## src/rtl/pwm_pkg.sv

```systemverilog
// ----------------------------------------------------------------------------
// pwm_pkg
//   Shared constants and helpers for the PWM generator.
//   CNT_W     : width of the period counter; one period is 2**CNT_W cycles.
//   DUTY_W    : width of the duty value (CNT_W+1 bits, so "always on" fits).
//   DUTY_FULL : duty value for a fully-on period (2**CNT_W).
//   sat_duty  : clamps a requested duty to DUTY_FULL.
// ----------------------------------------------------------------------------
package pwm_pkg;

    localparam int unsigned CNT_W  = 8;
    localparam int unsigned DUTY_W = CNT_W + 1;

    localparam logic [DUTY_W-1:0] DUTY_FULL = {1'b1, {CNT_W{1'b0}}};

    // Any value with the top bit set is >= 2**CNT_W, so it saturates to full duty.
    function automatic logic [DUTY_W-1:0] sat_duty(input logic [DUTY_W-1:0] value);
        return value[CNT_W] ? DUTY_FULL : value;
    endfunction

endpackage

```

## src/rtl/pwm_period_counter.sv

```systemverilog
// ----------------------------------------------------------------------------
// pwm_period_counter
//   Free-running wrap-around timebase counter.
//   Ports:
//     i_clk        : clock, rising edge
//     i_rst        : synchronous active-high reset, forces the count to 0
//     o_cnt        : current count, wraps from 2**Width-1 to 0 with no idle cycle
//     o_wrap_start : high while o_cnt == 0 (first cycle of a period)
// ----------------------------------------------------------------------------
module pwm_period_counter #(
    parameter int unsigned Width = 8
) (
    input  logic             i_clk,
    input  logic             i_rst,
    output logic [Width-1:0] o_cnt,
    output logic             o_wrap_start
);

    logic [Width-1:0] r_cnt;

    always_ff @(posedge i_clk) begin
        if (i_rst) begin
            r_cnt <= '0;
        end else begin
            r_cnt <= r_cnt + Width'(1);
        end
    end

    assign o_cnt        = r_cnt;
    assign o_wrap_start = (r_cnt == '0);

endmodule

```

## src/rtl/pwm_generator.sv

```systemverilog
// ----------------------------------------------------------------------------
// pwm_generator
//   Fixed-period PWM generator. Period is 2**CNT_W cycles; the output is high
//   for min(value, 2**CNT_W) cycles at the start of each period. The duty is
//   sampled only at the period boundary, so changes never glitch a period.
//   Ports:
//     i_clk   : clock, rising edge
//     i_rst   : synchronous active-high reset (aborts the current period)
//     i_value : requested duty in cycles per period, CNT_W+1 bits
//     o_pwm   : registered PWM output
// ----------------------------------------------------------------------------
module pwm_generator
    import pwm_pkg::*;
(
    input  logic              i_clk,
    input  logic              i_rst,
    input  logic [DUTY_W-1:0] i_value,
    output logic              o_pwm
);

    logic [CNT_W-1:0]  w_cnt;
    logic              w_wrap_start;
    logic [DUTY_W-1:0] w_sat;
    logic [DUTY_W-1:0] w_duty_now;
    logic [DUTY_W-1:0] r_duty_q;
    logic              r_pwm;

    pwm_period_counter #(
        .Width (CNT_W)
    ) u_cnt (
        .i_clk        (i_clk),
        .i_rst        (i_rst),
        .o_cnt        (w_cnt),
        .o_wrap_start (w_wrap_start)
    );

    assign w_sat = sat_duty(i_value);

    // At the boundary the fresh sample must already drive the compare, otherwise
    // the first cycle of the period would use the previous period's duty.
    assign w_duty_now = w_wrap_start ? w_sat : r_duty_q;

    always_ff @(posedge i_clk) begin
        if (i_rst) begin
            r_duty_q <= '0;
            r_pwm    <= 1'b0;
        end else begin
            if (w_wrap_start) begin
                r_duty_q <= w_sat;
            end
            r_pwm <= ({1'b0, w_cnt} < w_duty_now);
        end
    end

    assign o_pwm = r_pwm;

endmodule

```

## config.mk

```make
export PLATFORM = sky130hd
export DESIGN_NAME = pwm_generator
export DESIGN_NICKNAME = d
export VERILOG_FILES = /design/src/rtl/pwm_pkg.sv /design/src/rtl/pwm_period_counter.sv /design/src/rtl/pwm_generator.sv
export SDC_FILE = /design/constraint.sdc
export NUM_CORES = 1
export LEC_CHECK = 0
export ABC_AREA = 1
export CAP_MARGIN = 20
export CORE_MARGIN = 5
export CORE_UTILIZATION = 57
export CTS_CLUSTER_DIAMETER = 40
export DETAILED_ROUTE_END_ITERATION = 10
export GPL_TIMING_DRIVEN = 0
export PLACE_DENSITY = 0.82
export SLEW_MARGIN = 20
export SYNTH_ARGS = -nofsm -noshare
export SYNTH_HDL_FRONTEND = slang
export SYNTH_HIERARCHICAL = 1
export SYNTH_SLANG_ARGS = --single-unit
```

## constraint.sdc

```tcl
create_clock -name i_clk -period 3.1 [get_ports i_clk]
set_input_delay 0.465 -clock i_clk [delete_from_list [all_inputs] [get_ports i_clk]]
set_output_delay 0.465 -clock i_clk [all_outputs]
set_load 0.05 [all_outputs]
```

---- Word level (Yosys, flattened, before mapping) ----
Index checks and enable logic that the tools add are counted.
operators by class
  order comparisons ....................... 1
  reduce and logical (&&, ||, !) cells .... 1
  add/sub/neg operators ................... 1
  multiplexer cells ....................... 2
operators by type and width
  cell                                         number
  two-way mux 9 bit                            2
  < comparator 8 x 9 -> 1 bit                  1
  adder 8 x 1 -> 8 bit, second input constant  1
  zero test 8 bit                              1
word-level totals
  bits of input ports ..................... 11
  output and inout bits ................... 1
  word-level logic and storage cells ...... 8
  bits in registers ....................... 18

---- Longest topological paths before layout ----
Gate-level depths: netlist (run 1).
  word-level depth ........................ 3
  gate-level depth with buffers ........... 16

---- By module ----
Netlist (run 1), hierarchy kept.
by module, submodules not included
  module              sequential area each (um^2)  area an instance (um^2)  cells an instance  instances
  pwm_generator       200.2                        590.6                    76                 1
  pwm_period_counter  160.2                        372.9                    54                 1

---- Worst setup path after synthesis (run 1) ----
No wires, ideal clock.
  path kind ............................... reg-to-reg
  start point ............................. reg u_cnt.r_cnt[0], in the netlist u_cnt/o_cnt[0]
  end point ............................... reg r_pwm, in the netlist o_pwm
  cell stages (with the launch flop) ...... 17
  arrival ................................. 1.852 ns
  path slack .............................. 1.135 ns
  period minus slack after synthesis ...... 1.965 ns
  cell sequence ........................... dfxtp_1 > inv_1 > ha_1 > nand3_1 > nor2_1 > inv_4 > nor2_4 > a22o_2 > inv_2 > ha_1 > nand2_1 > nand2_1 > nand2_1 > nand2_1 > nand2_1 > nand2_1 > nor2_1
between the ends
  cells in the longest elaborated chain, start to end .. 3
ends and longest elaborated chain
  item                         line                      RTL
  start: declaration           pwm_period_counter.sv:19  logic [Width-1:0] r_cnt;
  start signal: assignment     pwm_period_counter.sv:25  r_cnt <= r_cnt + Width'(1);
  zero test 8 bit              pwm_period_counter.sv:30  assign o_wrap_start = (r_cnt == '0);
  via w_wrap_start             pwm_generator.sv:22       logic w_wrap_start;
  two-way mux 9 bit            n/a
  < comparator 8 x 9 -> 1 bit  pwm_generator.sv:51       r_pwm <= ({1'b0, w_cnt} < w_duty_now);
  end signal: assignment       pwm_generator.sv:51
  end: declaration             pwm_generator.sv:26       logic r_pwm;
The timed path passes the listed nets, and every way through them passes these cells.
A chain may end at the register's enable or synchronous reset.

---- Final worst setup path (run 1) ----
Ends and elaborated chain as after synthesis.

==> summary.txt, run 1 <==
Die
  – Full die area: 2610 um2
  – Area of the placeable core: 1560 um2
  – Die Wd: 51.1 um
  – Boundary pin count: 12
  – Die height: 51.1 um
  – Std cell rows: 14
  – Initial standard-cell utilization of the core: 0.618

Global routing
  – Via count of the first global-routing pass: 776
  – Total congestion overflow after global routing: 0
  – Pin count of the biggest net entering global routing: 11
  – Initial antenna violation count: 0
  – Total routing resource utilization after global routing: 0.156
  – Global-route wire length before repair: 3.09 mm

Timing
  – Min cycle time layout: 2230 ps
  – Setup Skew: 5.89 ps
  – Final Max Tran Viols: 0
  – Period Utilization, post-route: 0.721
  – Worst-margin pin slew: 490 ps
  – Final Hold Violating Endpoints: 0
  – Highest attainable clock frequency: 447 MHz
  – Unrepaired setup endpoints after global routing: false
  – Setup TNS Final: 0 ps
  – Max transition margin: 0.673
  – Setup violation total in the final timing report: 0

Min path
  – Number of cells traversed by the worst hold path: 2
  – Class of the worst hold path: reg2reg

Synthesis
  – Commonest register cell after synthesis: sky130_fd_sc_hd__dfxtp_1
  – Post-synthesis register bit count: 18
  – Multiplexer share of the synthesized area: 0
  – Sequential fraction of the synthesis area: 0.374
  – Syn nets: 150
  – Largest area contributor in the synthesized netlist: sky130_fd_sc_hd__dfxtp_1
  – Top cells by area in the synthesized netlist: sky130_fd_sc_hd__dfxtp_1, sky130_fd_sc_hd__ha_1, sky130_fd_sc_hd__nand2_1
  – Post-synthesis instance area: 963 um2
  – Post-synthesis compound-gate area fraction: 0.104
  – Share of the synthesized netlist area taken by xor and xnor gates: 0
  – Yosys synthesis warning count: 6
  – Number of distinct standard cells referenced by the synthesized netlist: 19
  – Adder and majority cell fraction of the synthesized area: 0.117
  – Average cell area after synthesis: 7.41 um2
  – Cell count after synthesis: 130
  – Top cell type's share of synthesized area: 0.374
  – Simple-gate share of the synthesized area: 0.323
  – Combinational family with the most area after synthesis: simple AND/OR/NAND/NOR gates
  – Async set or reset register ratio after synthesis: 0
  – Count of flip-flops with a built-in enable after synthesis: 0

Worst setup path
  – Ordered list of cells on the worst path: inv_1 -> ha_1 -> nand3_1 -> nor2_1 -> inv_4 -> nor2_4 -> a22o_2 -> inv_2 -> ha_1 -> nand3_1 -> nor2_1 -> nand2_1 -> nand2_1 -> nor2_1
  – Delay of the slowest critical-path stage: 360 ps
  – Req. time, crit path: 3300 ps
  – Arrival time of data at the critical path endpoint: 2430 ps
  – Kind of end point of the critical path: flip-flop
  – Crit path launch type: flip-flop
  – Setup slack of the most critical reg-to-reg path: 870 ps
  – Highest-delay cell along the critical path: sky130_fd_sc_hd__dfxtp_1
  – Top cell by count, worst path: sky130_fd_sc_hd__nor2_1
  – Worst-case reg-to-reg path depth: 14
  – Maximum net fanout on the critical path: 10
  – Type of the worst setup path: reg2reg

Power
  – Worst vdd rail ir drop: 265 uV
  – Leakage component of the power: 0.520 nW
  – Power per standard cell area: 452 nW/um2

Finish
  – Ratio of cells with drive above 1 in the final layout: 0.186
  – Diodes inserted: 0
  – Highest-count cells in the layout ignoring fill and taps: sky130_fd_sc_hd__nand2_1, sky130_fd_sc_hd__nor2_1, sky130_fd_sc_hd__dfxtp_1
  – Syn-to-layout area delta: 17.3%
  – Number of nets in the layout: 166
  – Commonest non-fill, non-tap cell in the layout: sky130_fd_sc_hd__nand2_1
  – Post-Layout Cell Count: 161

Drt
  – Final routed wirelength across all metal layers: 1.77 mm
  – Count of routing violations after the opening detailed-route iteration: 15
  – Pre-antenna DRT Iters: 4
  – Routed vias: 838
  – Antenna viol nets, final: 0
  – WL/cell: 11.0 um
  – Number of remaining DRC errors: 0
  – Via/cell ratio: 5.20

CTS
  – Count of clock tree sinks: 18
  – TritonCTS clock tree: done
  – Post-cts resize count: 0
  – Post-CTS Hold Buffers: 0
  – Clock buffer count from CTS: 3
  – Clock transition at the registers of the reported paths: 110 ps
  – Clock Tree Buf Depth: 2
  – Clock network latency to the later pin of the worst-skew pair: 290 ps
  – Clk Tree Root Cell: sky130_fd_sc_hd__clkbuf_4
  – Setup Fix Bufs, Post-CTS: 0
  – H-tree depth reported by CTS: 1

Placement
  – Number of port buffers: 11
  – Dpl cells: 157
  – Placer congestion estimate: 0.875
  – Detailed-placement wirelength estimate: 1.40 mm

Outcome
  – Outcome: finished clean

Job
  – Max-Cap Viols: 0
## power by group
| group | total, mW | internal, mW | switching (mW) |
|---|---|---|---|
| Sequential | 0.252 | 0.244 | 0.00756 |
| Clock | 0.143 | 0.0714 | 0.0715 |
| Combinational | 0.117 | 0.0493 | 0.0674 |
## layout make-up
type,count,area (um2)
multi-input cells,92,524
fillers,131,429
flip-flops and latches,18,360
repair buffers,11,110
inverters,19,73.8
clock buffers,4,36.3
well taps,16,20.0
plain buffers,1,5.00
## stage by stage
| stage | hold slack (ps) | setup slack [ps] | utilization | cell area (um2) | total power [mW] |
|---|---|---|---|---|---|
| final | 484 | 865 | 0.725 | 1130 | 0.511 |
| after global routing | 512 | 591 | 0.725 | 1130 | 0.546 |
| after CTS | 487 | 839 | 0.725 | 1130 | 0.516 |
| after detailed placement | 470 | 859 | 0.701 | 1090 | 0.375 |
| after global placement | 462 | 898 | 0.701 | 1090 | 0.371 |
| after floorplan | 441 | 1140 | - | 963 | 0.339 |
## metal layers
metal,vias to the layer above,global-route usage,share of wire
li1,445,-,-
met1,380,0.176,0.43
met2,11,0.277,0.52
met3,2,0.0378,0.036
met4,0,0.0673,0.0073
met5,-,0,0
## registers in the layout, indices dropped and copies added, names as in the netlist
| signal | flops |
|---|---|
| o_pwm | 1 |
| r_duty_q | 9 |
| u_cnt/o_cnt | 8 |
## worst max-delay path, delay by kind of cell, from the launching register on
| kind | cells | cell delay [ps] |
|---|---|---|
| AOI/OAI and AO/OA | 1 | 170 |
| adders and majority gates | 2 | 430 |
| buffers and inverters | 3 | 270 |
| DFF | 1 | 360 |
| and+or+nand+nor | 8 | 920 |
## Yosys cell counts (2+ instances only)
library cell and n:
sky130_fd_sc_hd__dfxtp_1 18, sky130_fd_sc_hd__inv_1 13, sky130_fd_sc_hd__ha_1 9, sky130_fd_sc_hd__a21oi_1 6, sky130_fd_sc_hd__nor2_2 8, sky130_fd_sc_hd__nand3_1 9
sky130_fd_sc_hd__a22oi_1 2, sky130_fd_sc_hd__nor2_1 21, sky130_fd_sc_hd__a22o_2 5, sky130_fd_sc_hd__inv_2 5, sky130_fd_sc_hd__nand2_1 26
## logic make-up after synthesis
group | after synthesis
buffers and inverters | 20
AOI/OAI and AO/OA | 14
DFF | 18
and+or+nand+nor | 69
adders and majority gates | 9
## path summary, 6_finish.rpt
kind,from,end
max reg2reg,u_cnt/o_cnt[0],o_pwm
min reg2reg,r_duty_q[0],r_duty_q[0]
min,r_duty_q[0],r_duty_q[0]
max,u_cnt/o_cnt[0],o_pwm
Note: power is estimated with default switching activity, not from simulation.
==> run 2: changes to the inputs <==
- CORE_ASPECT_RATIO: default -> 1.5
- CORE_UTILIZATION: 57 -> 48
- PLACE_DENSITY: 0.82 -> 0.73
- clock period: 3.1 -> 1.81 ns (I/O delays scaled with it)
==> run 2 against run 1 <==
Net effect: the flow now finishes with violations (negative setup slack); cell area is 18% higher; utilization down 4.8 points; flip-flop and latch count is the same; power is 88% higher; routed wire length increased by 16%; via count increased by 3.9%; cell count grew 9.9%.
==> summary.txt, run 2 (same netlist as run 1, synthesis figures left out) <==
Worst setup path
  – Beginning of the worst register-to-register path: u_cnt/o_cnt[0]
  – Worst-case reg-to-reg path depth: 14
  – Maximum net fanout on the critical path: 7
  – Setup slack of the most critical reg-to-reg path: -150 ps
  – Ordered list of cells on the worst path: inv_4 -> ha_4 -> nand3_4 -> nor2_4 -> inv_4 -> nor2_4 -> a22o_2 -> inv_2 -> ha_4 -> nand2_2 -> nor2_2 -> nand2_1 -> nor2_1 -> nor2_1
  – Req. time, crit path: 2000 ps
  – Highest-delay cell along the critical path: sky130_fd_sc_hd__dfxtp_4
  – Arrival time of data at the critical path endpoint: 2150 ps
  – Critical Path End: o_pwm
  – Kind of end point of the critical path: flip-flop
  – Crit path launch type: flip-flop
  – Capture point of the worst reg-to-reg path: o_pwm
  – CP Launch Point: u_cnt/o_cnt[0]
  – Delay of the slowest critical-path stage: 370 ps
  – Type of the worst setup path: reg2reg

Placement
  – Placer congestion estimate: 0.806
  – Number of port buffers: 11
  – Dpl cells: 163
  – Detailed-placement wirelength estimate: 1.53 mm

CTS
  – Clk Tree Root Cell: sky130_fd_sc_hd__clkbuf_4
  – Count of clock tree sinks: 18
  – Clock Tree Buf Depth: 2
  – TritonCTS clock tree: done
  – Clock network latency to the later pin of the worst-skew pair: 290 ps
  – Clock buffer count from CTS: 3
  – H-tree depth reported by CTS: 1
  – Clock transition at the registers of the reported paths: 100 ps
  – Post-CTS Hold Buffers: 0

Drt
  – Number of remaining DRC errors: 0
  – Antenna viol nets, final: 0
  – Final routed wirelength across all metal layers: 2.05 mm
  – Pre-antenna DRT Iters: 4
  – Count of routing violations after the opening detailed-route iteration: 13
  – Routed vias: 871
  – Via/cell ratio: 4.92
  – WL/cell: 11.6 um

Timing
  – Minimum setup slack in the final design: -149 ps
  – Period Utilization, post-route: 1.08
  – Max transition margin: 0.669
  – Setup violation total in the final timing report: 1
  – Min cycle time layout: 1960 ps
  – Highest attainable clock frequency: 510 MHz
  – Final Hold Violating Endpoints: 0
  – Worst-margin pin slew: 494 ps
  – Setup Skew: 1.09 ps
  – Unrepaired setup endpoints after global routing: true
  – Final Max Tran Viols: 0
  – Worst Hold Slack: 501 ps

Finish
  – Syn-to-layout area delta: 38.8%
  – Post-layout utilization of the core: 0.677
  – Number of flip-flops under the largest register name: 9
  – Number of nets in the layout: 176
  – Ratio of cells with drive above 1 in the final layout: 0.387
  – Post-Layout Cell Count: 177
  – Diodes inserted: 0
  – Highest-count cells in the layout ignoring fill and taps: sky130_fd_sc_hd__nand2_1, sky130_fd_sc_hd__nor2_1, sky130_fd_sc_hd__dfxtp_1
  – Most flop-heavy register: r_duty_q
  – Commonest non-fill, non-tap cell in the layout: sky130_fd_sc_hd__nand2_1

Global routing
  – Total routing resource utilization after global routing: 0.151
  – Initial antenna violation count: 0
  – Pin count of the biggest net entering global routing: 11
  – Global-route wire length before repair: 3.39 mm
  – Total congestion overflow after global routing: 0
  – Via count of the first global-routing pass: 868

Outcome
  – Outcome: finished, violations left
  – Violated checks: negative setup slack

Die
  – Die height: 64.9 um
  – Std cell rows: 20
  – Full die area: 3020 um2
  – Area of the placeable core: 1980 um2
  – Initial standard-cell utilization of the core: 0.487
  – Boundary pin count: 12
  – Die Wd: 46.6 um

Power
  – Leakage component of the power: 0.583 nW
  – Part of the power in combinational logic: 0.298
  – Sequential share of power: 0.448
  – Internal power summed over all cells: 0.679 mW
  – Power per standard cell area: 718 nW/um2
  – Worst vdd rail ir drop: 625 uV
  – Switching portion of total power: 0.293
  – Share of total power in the clock network: 0.255
  – Net switching power of the design: 0.282 mW

Min path
  – Class of the worst hold path: reg2reg

Job
  – Max-Cap Viols: 0
-- run 2: cell type report --
class                   instances  area [um2]
plain buffers                   1        5.00
clock buffers                   4        36.3
fillers                       177         639
inverters                      19        78.8
multi-input cells              92         631
flip-flops and latches         18         374
well taps                      22        27.5
repair buffers                 21         185
-- run 2: layer usage --
layer,up-vias,track usage,routed length [um]
li1,466,-,-
met1,392,0.153,819
met2,11,0.278,1130
met3,2,0.0194,84
met4,0,0.0783,20
met5,-,0,0
-- run 2: power groups by stage --
stage	logic, mW	registers (mW)	clock network [mW]
2_1_floorplan	0.141	0.454	0
3_3_place_gp	0.210	0.442	0
3_5_place_dp	0.217	0.443	0
4_1_cts	0.248	0.431	0.256
5_1_grt	0.316	0.433	0.274
6_report	0.286	0.430	0.245
-- run 2: worst min path at each step --
stage | startpoint | to | slack [ps] | depth (start not counted)
2_1_floorplan | i_rst | u_cnt/o_cnt[0] | 330 | 1
3_3_place_gp | u_cnt/o_cnt[0] | u_cnt/o_cnt[0] | 450 | 1
3_5_place_dp | u_cnt/o_cnt[0] | u_cnt/o_cnt[0] | 450 | 1
4_1_cts | r_duty_q[0] | r_duty_q[0] | 510 | 2
5_1_grt | r_duty_q[0] | r_duty_q[0] | 530 | 2
6_report | r_duty_q[0] | r_duty_q[0] | 500 | 2
-- run 2: critical path: cells and delay by family, from the launching register on --
family	cells	cell delay [ps]
adder cells (fa/ha/maj)	2	390
AO/OA/AOI/OAI	1	170
buffers and inverters	3	180
flip-flops	1	370
AND/OR/NAND/NOR	8	740
-- run 2: what timing repair did --
| item | CTS | global route |
|---|---|---|
| endpoints found under the setup margin | 1 | 1 |
| gates resized for setup | 8 | 13 |
| setup buffers | 5 | 5 |
| hold endpoints to repair | 0 | 0 |
| pin swaps | 7 | 16 |
-- run 2: per-stage QoR --
| step | cell area [um2] | TNS [ps] | setup WS, ps | power, mW |
|---|---|---|---|---|
| 3_5_place_dp | 1150 | -236 | -236 | 0.660 |
| 5_1_grt | 1340 | -288 | -288 | 1.02 |
| 2_1_floorplan | 1010 | 0 | 0.973 | 0.596 |
| 4_1_cts | 1260 | -146 | -146 | 0.935 |
| 6_report | 1340 | -149 | -149 | 0.961 |
| 3_3_place_gp | 1150 | -207 | -207 | 0.652 |
